### src/rtl/axi_test_pkg.sv
// Shared AXI4-Lite test definitions: response codes, channel FSM state encodings
// and the byte-strobe merge used by the register file.
package axi_test_pkg;

  localparam logic [1:0] RESP_OKAY   = 2'b00;
  localparam logic [1:0] RESP_SLVERR = 2'b10;

  typedef enum logic {W_IDLE = 1'b0, W_RESP = 1'b1} wr_state_e;
  typedef enum logic {R_IDLE = 1'b0, R_DATA = 1'b1} rd_state_e;

  function automatic logic [31:0] strb_merge(input logic [31:0] old_word,
                                             input logic [31:0] new_word,
                                             input logic [3:0]  strb);
    logic [31:0] res;
    res = old_word;
    for (int i = 0; i < 4; i++) begin
      if (strb[i]) begin
        res[8*i +: 8] = new_word[8*i +: 8];
      end else begin
        res[8*i +: 8] = old_word[8*i +: 8];
      end
    end
    return res;
  endfunction

endpackage

### src/rtl/axi_test_regfile.sv
// NUM_REGS x 32-bit register file: byte-strobed synchronous write port,
// asynchronous read port, and range flags for both index inputs.
module axi_test_regfile
  import axi_test_pkg::*;
#(
  parameter int IDX_W    = 2,
  parameter int NUM_REGS = 4
) (
  input  logic             clk,
  input  logic             rst,
  input  logic             we,
  input  logic [IDX_W-1:0] widx,
  input  logic [31:0]      wdata,
  input  logic [3:0]       wstrb,
  output logic             w_in_range,
  input  logic [IDX_W-1:0] ridx,
  output logic [31:0]      rdata,
  output logic             r_in_range
);

  localparam int SEL_W = (NUM_REGS > 1) ? $clog2(NUM_REGS) : 1;

  logic [31:0]      regs_q [NUM_REGS];
  logic [31:0]      regs_d [NUM_REGS];
  logic [SEL_W-1:0] wsel_s;
  logic [SEL_W-1:0] rsel_s;

  assign w_in_range = 32'(widx) < 32'(NUM_REGS);
  assign r_in_range = 32'(ridx) < 32'(NUM_REGS);
  assign wsel_s     = widx[SEL_W-1:0];
  assign rsel_s     = ridx[SEL_W-1:0];
  assign rdata      = r_in_range ? regs_q[rsel_s] : 32'h0000_0000;

  // next register contents: only an in-range committed write changes anything
  always_comb begin
    regs_d = regs_q;
    if (we && w_in_range) begin
      regs_d[wsel_s] = strb_merge(regs_q[wsel_s], wdata, wstrb);
    end else begin
      regs_d = regs_q;
    end
  end

  // register storage with synchronous active-low clear
  always_ff @(posedge clk) begin
    for (int i = 0; i < NUM_REGS; i++) begin
      if (!rst) begin
        regs_q[i] <= 32'h0000_0000;
      end else begin
        regs_q[i] <= regs_d[i];
      end
    end
  end

endmodule

### src/rtl/axi_lite_test_slave.sv
// AXI4-Lite test responder: independent write and read channel FSMs in front of a
// small register file, with one-cycle event pulses when each response is issued.
module axi_lite_test_slave
  import axi_test_pkg::*;
#(
  parameter int DATA_WIDTH = 32,
  parameter int ADDR_WIDTH = 4,
  parameter int NUM_REGS   = 4
) (
  input  logic                    clk,
  input  logic                    rst,
  input  logic [ADDR_WIDTH-1:0]   awaddr,
  input  logic                    awvalid,
  output logic                    awready,
  input  logic [DATA_WIDTH-1:0]   wdata,
  input  logic [DATA_WIDTH/8-1:0] wstrb,
  input  logic                    wvalid,
  output logic                    wready,
  output logic [1:0]              bresp,
  output logic                    bvalid,
  input  logic                    bready,
  input  logic [ADDR_WIDTH-1:0]   araddr,
  input  logic                    arvalid,
  output logic                    arready,
  output logic [DATA_WIDTH-1:0]   rdata,
  output logic [1:0]              rresp,
  output logic                    rvalid,
  input  logic                    rready,
  output logic                    wr_event,
  output logic                    rd_event
);

  wr_state_e              wr_state_q, wr_state_d;
  rd_state_e              rd_state_q, rd_state_d;
  logic                   awready_q, awready_d;
  logic                   bvalid_q, bvalid_d;
  logic [1:0]             bresp_q, bresp_d;
  logic                   wr_event_q, wr_event_d;
  logic                   arready_q, arready_d;
  logic                   rvalid_q, rvalid_d;
  logic [1:0]             rresp_q, rresp_d;
  logic [DATA_WIDTH-1:0]  rdata_q, rdata_d;
  logic                   rd_event_q, rd_event_d;
  logic                   wr_commit_s;
  logic                   w_in_range_s;
  logic                   r_in_range_s;
  logic [31:0]            rf_rdata_s;

  axi_test_regfile #(
    .IDX_W    (ADDR_WIDTH - 2),
    .NUM_REGS (NUM_REGS)
  ) u_regfile (
    .clk        (clk),
    .rst        (rst),
    .we         (wr_commit_s),
    .widx       (awaddr[ADDR_WIDTH-1:2]),
    .wdata      (wdata),
    .wstrb      (wstrb),
    .w_in_range (w_in_range_s),
    .ridx       (araddr[ADDR_WIDTH-1:2]),
    .rdata      (rf_rdata_s),
    .r_in_range (r_in_range_s)
  );

  // write channel: registered ready is raised only once both address and data are
  // presented, so the handshake edge is also the commit edge
  always_comb begin
    wr_state_d  = wr_state_q;
    awready_d   = 1'b0;
    bvalid_d    = bvalid_q;
    bresp_d     = bresp_q;
    wr_event_d  = 1'b0;
    wr_commit_s = 1'b0;
    case (wr_state_q)
      W_IDLE: begin
        if (awready_q && awvalid && wvalid) begin
          wr_commit_s = 1'b1;
          bvalid_d    = 1'b1;
          bresp_d     = w_in_range_s ? RESP_OKAY : RESP_SLVERR;
          wr_event_d  = 1'b1;
          wr_state_d  = W_RESP;
        end else if (awvalid && wvalid) begin
          awready_d = 1'b1;
        end else begin
          awready_d = 1'b0;
        end
      end
      W_RESP: begin
        if (bready) begin
          bvalid_d   = 1'b0;
          wr_state_d = W_IDLE;
        end else begin
          bvalid_d = 1'b1;
        end
      end
      default: begin
        bvalid_d   = 1'b0;
        wr_state_d = W_IDLE;
      end
    endcase
  end

  // read channel: data is sampled from the register file on the handshake edge,
  // so a same-edge write to the same index is not yet visible
  always_comb begin
    rd_state_d = rd_state_q;
    arready_d  = 1'b0;
    rvalid_d   = rvalid_q;
    rresp_d    = rresp_q;
    rdata_d    = rdata_q;
    rd_event_d = 1'b0;
    case (rd_state_q)
      R_IDLE: begin
        if (arready_q && arvalid) begin
          rvalid_d   = 1'b1;
          rdata_d    = rf_rdata_s;
          rresp_d    = r_in_range_s ? RESP_OKAY : RESP_SLVERR;
          rd_event_d = 1'b1;
          rd_state_d = R_DATA;
        end else if (arvalid) begin
          arready_d = 1'b1;
        end else begin
          arready_d = 1'b0;
        end
      end
      R_DATA: begin
        if (rready) begin
          rvalid_d   = 1'b0;
          rd_state_d = R_IDLE;
        end else begin
          rvalid_d = 1'b1;
        end
      end
      default: begin
        rvalid_d   = 1'b0;
        rd_state_d = R_IDLE;
      end
    endcase
  end

  // channel state and registered outputs
  always_ff @(posedge clk) begin
    if (!rst) begin
      wr_state_q <= W_IDLE;
      awready_q  <= 1'b0;
      bvalid_q   <= 1'b0;
      bresp_q    <= RESP_OKAY;
      wr_event_q <= 1'b0;
      rd_state_q <= R_IDLE;
      arready_q  <= 1'b0;
      rvalid_q   <= 1'b0;
      rresp_q    <= RESP_OKAY;
      rdata_q    <= '0;
      rd_event_q <= 1'b0;
    end else begin
      wr_state_q <= wr_state_d;
      awready_q  <= awready_d;
      bvalid_q   <= bvalid_d;
      bresp_q    <= bresp_d;
      wr_event_q <= wr_event_d;
      rd_state_q <= rd_state_d;
      arready_q  <= arready_d;
      rvalid_q   <= rvalid_d;
      rresp_q    <= rresp_d;
      rdata_q    <= rdata_d;
      rd_event_q <= rd_event_d;
    end
  end

  assign awready  = awready_q;
  assign wready   = awready_q;
  assign bvalid   = bvalid_q;
  assign bresp    = bresp_q;
  assign wr_event = wr_event_q;
  assign arready  = arready_q;
  assign rvalid   = rvalid_q;
  assign rresp    = rresp_q;
  assign rdata    = rdata_q;
  assign rd_event = rd_event_q;

endmodule

### config.mk
export PLATFORM = sky130hd
export DESIGN_NAME = axi_lite_test_slave
export DESIGN_NICKNAME = d
export VERILOG_FILES = /design/src/rtl/axi_test_pkg.sv /design/src/rtl/axi_test_regfile.sv /design/src/rtl/axi_lite_test_slave.sv
export SDC_FILE = /design/constraint.sdc
export NUM_CORES = 1
export LEC_CHECK = 0
export BUFFER_PORTS_ARGS = -buffer_cell sky130_fd_sc_hd__buf_2
export CAP_MARGIN = 20
export CORE_MARGIN = 2
export CORE_UTILIZATION = 45
export CTS_CLUSTER_SIZE = 14
export DETAILED_ROUTE_END_ITERATION = 10
export PLACE_DENSITY = 0.75
export SLEW_MARGIN = 40
export SYNTH_ARGS = -nofsm -noshare
export SYNTH_HDL_FRONTEND = slang
export SYNTH_HIERARCHICAL = 1
export SYNTH_SLANG_ARGS = --single-unit
export TNS_END_PERCENT = 50
### constraint.sdc
create_clock -name clk -period 2 [get_ports clk]
set_clock_uncertainty 0.15 [all_clocks]
set_input_delay 0.4 -clock clk [delete_from_list [all_inputs] [get_ports clk]]
set_output_delay 0.4 -clock clk [all_outputs]
set_load 0.01 [all_outputs]
==> flow_metrics.tcl <==
set metrics [dict create \
    seqCellArea_mm2 0.00340 \
    wl_per_cell_um 16.0 \
    min_path_type "in -> reg" \
    synth_top_area_share_pct 46.0 \
    dr.pass1.iters 5 \
    synth.distinct_cells 36 \
    hpwl_mm 11.0 \
    cts_max_path_buffers 2 \
    fin_crit_sh_pct 91.8 \
    grt_pass1_wl_mm 27.5 \
    clock-sinks 170 \
    cp_data_required_time_ns 2.17 \
    yosysTopAreaCell "dfxtp_1" \
    cts_tree "done" \
    critPathMaxStageDelay_ns 0.39 \
    nNetsFinal 852 \
    io_pins 94 \
    crit_type "reg -> reg" \
    crit_fanout 11 \
    rsz0062_at_grt "no" \
    powerDensity_mw_per_mm2 819 \
    numCtsBuffers 17 \
    cp-end-kind "flip-flop" \
    place_congestion 0.758 \
    antenna_left 0 \
    hold_buffers 0 \
    yosysWarnings 6 \
    fmax_mhz 544 \
    ys_seq_elements 170 \
    dieArea_mm2 0.0175 \
    place_ws_ns 0.0169 \
    core-area_mm2 0.0160 \
    leakagePower_nw 3.43 \
    ys_seq_area_share_pct 46.0 \
    grt_pass1_vias 5527 \
    irDropWorstVdd_mv 0.655 \
    antenna_found_initial 1 \
    avgSynthCellArea_um2 10.2 \
    startpoint_type "flip-flop" \
    initial_core_util_pct 46.2 \
    setup_viol 0 \
    crit_arrival_ns 2.00 \
    vias 5594 \
    report.final.hold_viol_count 0 \
    clk_pin_slew_ns 0.07 \
    die_y_um 132 \
    rows 46 \
    yosys-top-cells-area "dfxtp_1 (46%), mux4_2 (9.7%), mux2i_1 (9.3%)" \
    netlist_area_mm2 0.00740 \
    maxCapViolCount 0 \
    drive_gt1_share_pct 24.1 \
    cts_setup_buffers 0 \
    htreeDepth 4 \
    grt-ovfl-total 0 \
    track_usage_pct 19.5 \
    crit_chain "and4b_1 > nor3b_4 > nor2b_1 > buf_4 > a22o_1" \
    via_per_inst 5.43 \
    wirelength_mm 16.4 \
    root_buffer "clkbuf_16" \
    outcome "finished, final reports clean" \
    drcViolationCount 0 \
    tns_ns 0 \
    grt_start_max_net_pins 62 \
    drtIter0Drc 482 \
    worstSkewPairLatency_ns 0.43 \
    fillers 1429 \
    syn_to_final_growth_pct 16.5 \
    worst_slack_ns 0.163 \
    multiInputGateArea_mm2 0.00358 \
    crit_path_top_delay_cell "and4b_1" \
    period_needed_ns 1.84 \
    report.final.slew_viol_count 0 \
    port_buffers 87 \
    synth_cells 726 \
    fp.dieW_um 132 \
]
==> final cells by class <==
class | instances | share of cell area (%)
timing repair buffer | 122 | 9.19
antenna | 1 | 0.0290
multi-input combinational | 490 | 41.5
sequential | 170 | 39.5
clock inverter | 12 | 1.47
tap | 216 | 3.14
clock buffer | 19 | 5.14
==> registers in the layout (all words and copies together), names as in the netlist <==
signal	count
bresp	1
wr_state_q	1
rdata	32
wr_event	1
awready	1
arready	1
rd_event	1
bvalid	1
rvalid	1
u_regfile/regs_q	128
rd_state_q	1
rresp	1
==> Yosys cell counts <==
cell type  number
mux4_2         32
a21oi_1        23
clkbuf_2        2
and3b_1         1
dfxtp_1       170
mux2i_1        69
nand4_2         4
buf_4          11
a21boi_2        1
buf_2          17
buf_1           8
a21oi_2         1
o21ai_0        68
and2_1          3
nor2b_1        27
and2b_4         1
nor3b_2         1
a311o_1         1
nand3_1        70
conb_1          2
clkbuf_1       18
nor2_1          5
and4bb_2        1
nand4b_1        5
a22o_1         48
a211o_1         1
nand2_1       114
nand2b_1        1
o211a_1         1
and3_1          3
buf_6           6
buf_8           3
and4b_1         1
o21a_1          2
buf_12          3
nand4b_2        2
==> critical path, delay by kind of cell (launching register included) <==
family                 cells  cell delay, ns
buffers and inverters      1            0.20
flip-flops                 1            0.34
AO/OA/AOI/OAI              1            0.25
AND/OR/NAND/NOR            3            0.78
==> per-stage QoR <==
step                      util [%]  std cells  instance area (µm²)  total power, mW  hold WS [ns]
after floorplan                  -        728                 7400             3.80         0.285
after global placement        50.1        998                 8020             3.93         0.291
after detailed placement      50.1        998                 8020             3.93         0.294
after CTS                     53.7       1029                 8590             7.11        0.0766
after global routing          53.8       1029                 8610             7.30        0.0850
final                         53.8       1030                 8620             7.06        0.0889
==> path summary, 6_finish.rpt <==
path	endpoint	start	cells past startpoint	slack [ns]
setup / recovery	u_regfile/regs_q[108]$_SDFFE_PN0P_	wr_state_q$_SDFF_PN0_	5	0.16
hold / removal	u_regfile/regs_q[91]$_SDFFE_PN0P_	wdata[27]	3	0.09
setup reg to reg	u_regfile/regs_q[108]$_SDFFE_PN0P_	wr_state_q$_SDFF_PN0_	5	0.16
hold reg to reg	rdata[13]$_SDFFE_PN0P_	rdata[13]$_SDFFE_PN0P_	2	0.30
==> layout by cell type, fill, tap and decap left out, drive strengths merged <==
cell / count
a21boi: 1
and4bb: 1
bufinv: 2
and2: 3
buf: 122
o21a: 2
nor2b: 27
a311o: 1
nand4b: 7
clkinv: 5
and3b: 1
nor3b: 1
a211o: 1
a22o: 48
nand3: 70
and3: 3
mux2i: 69
clkbuf: 19
o21ai: 68
clkinvlp: 5
nand4: 4
conb: 4
and4b: 1
mux4: 32
o211a: 1
nor2: 5
a21oi: 24
nand2b: 1
nand2: 114
and2b: 1
dfxtp: 170
diode: 1
==> repair_timing <==
item                                    CTS  global route
endpoints found under the hold margin     0             0
gates resized for setup                   0             3
endpoints found under the setup margin    0            12
==> cell families after synthesis <==
group	share of synthesized area [%]
and+or+nand+nor	16.1
muxes	19.1
DFF	46.0
AOI/OAI and AO/OA	12.7
other	0.102
buffers and inverters	6.06
==> metal layers <==
| metal | wire (µm) | track usage [%] |
|---|---|---|
| met1 | 7590 | 25.5 |
| met2 | 7900 | 31.2 |
| met3 | 697 | 4.84 |
| met4 | 250 | 7.77 |
| met5 | 0 | 0 |
==> power by group <==
group / leakage [nW] / total, mW / internal (mW) / switching [mW]
Clock: 0.267 / 3.20 / 1.85 / 1.34
Combinational: 1.79 / 0.450 / 0.177 / 0.273
Sequential: 1.37 / 3.41 / 3.40 / 0.00960
No activity file was read; power rests on OpenSTA's default activity.
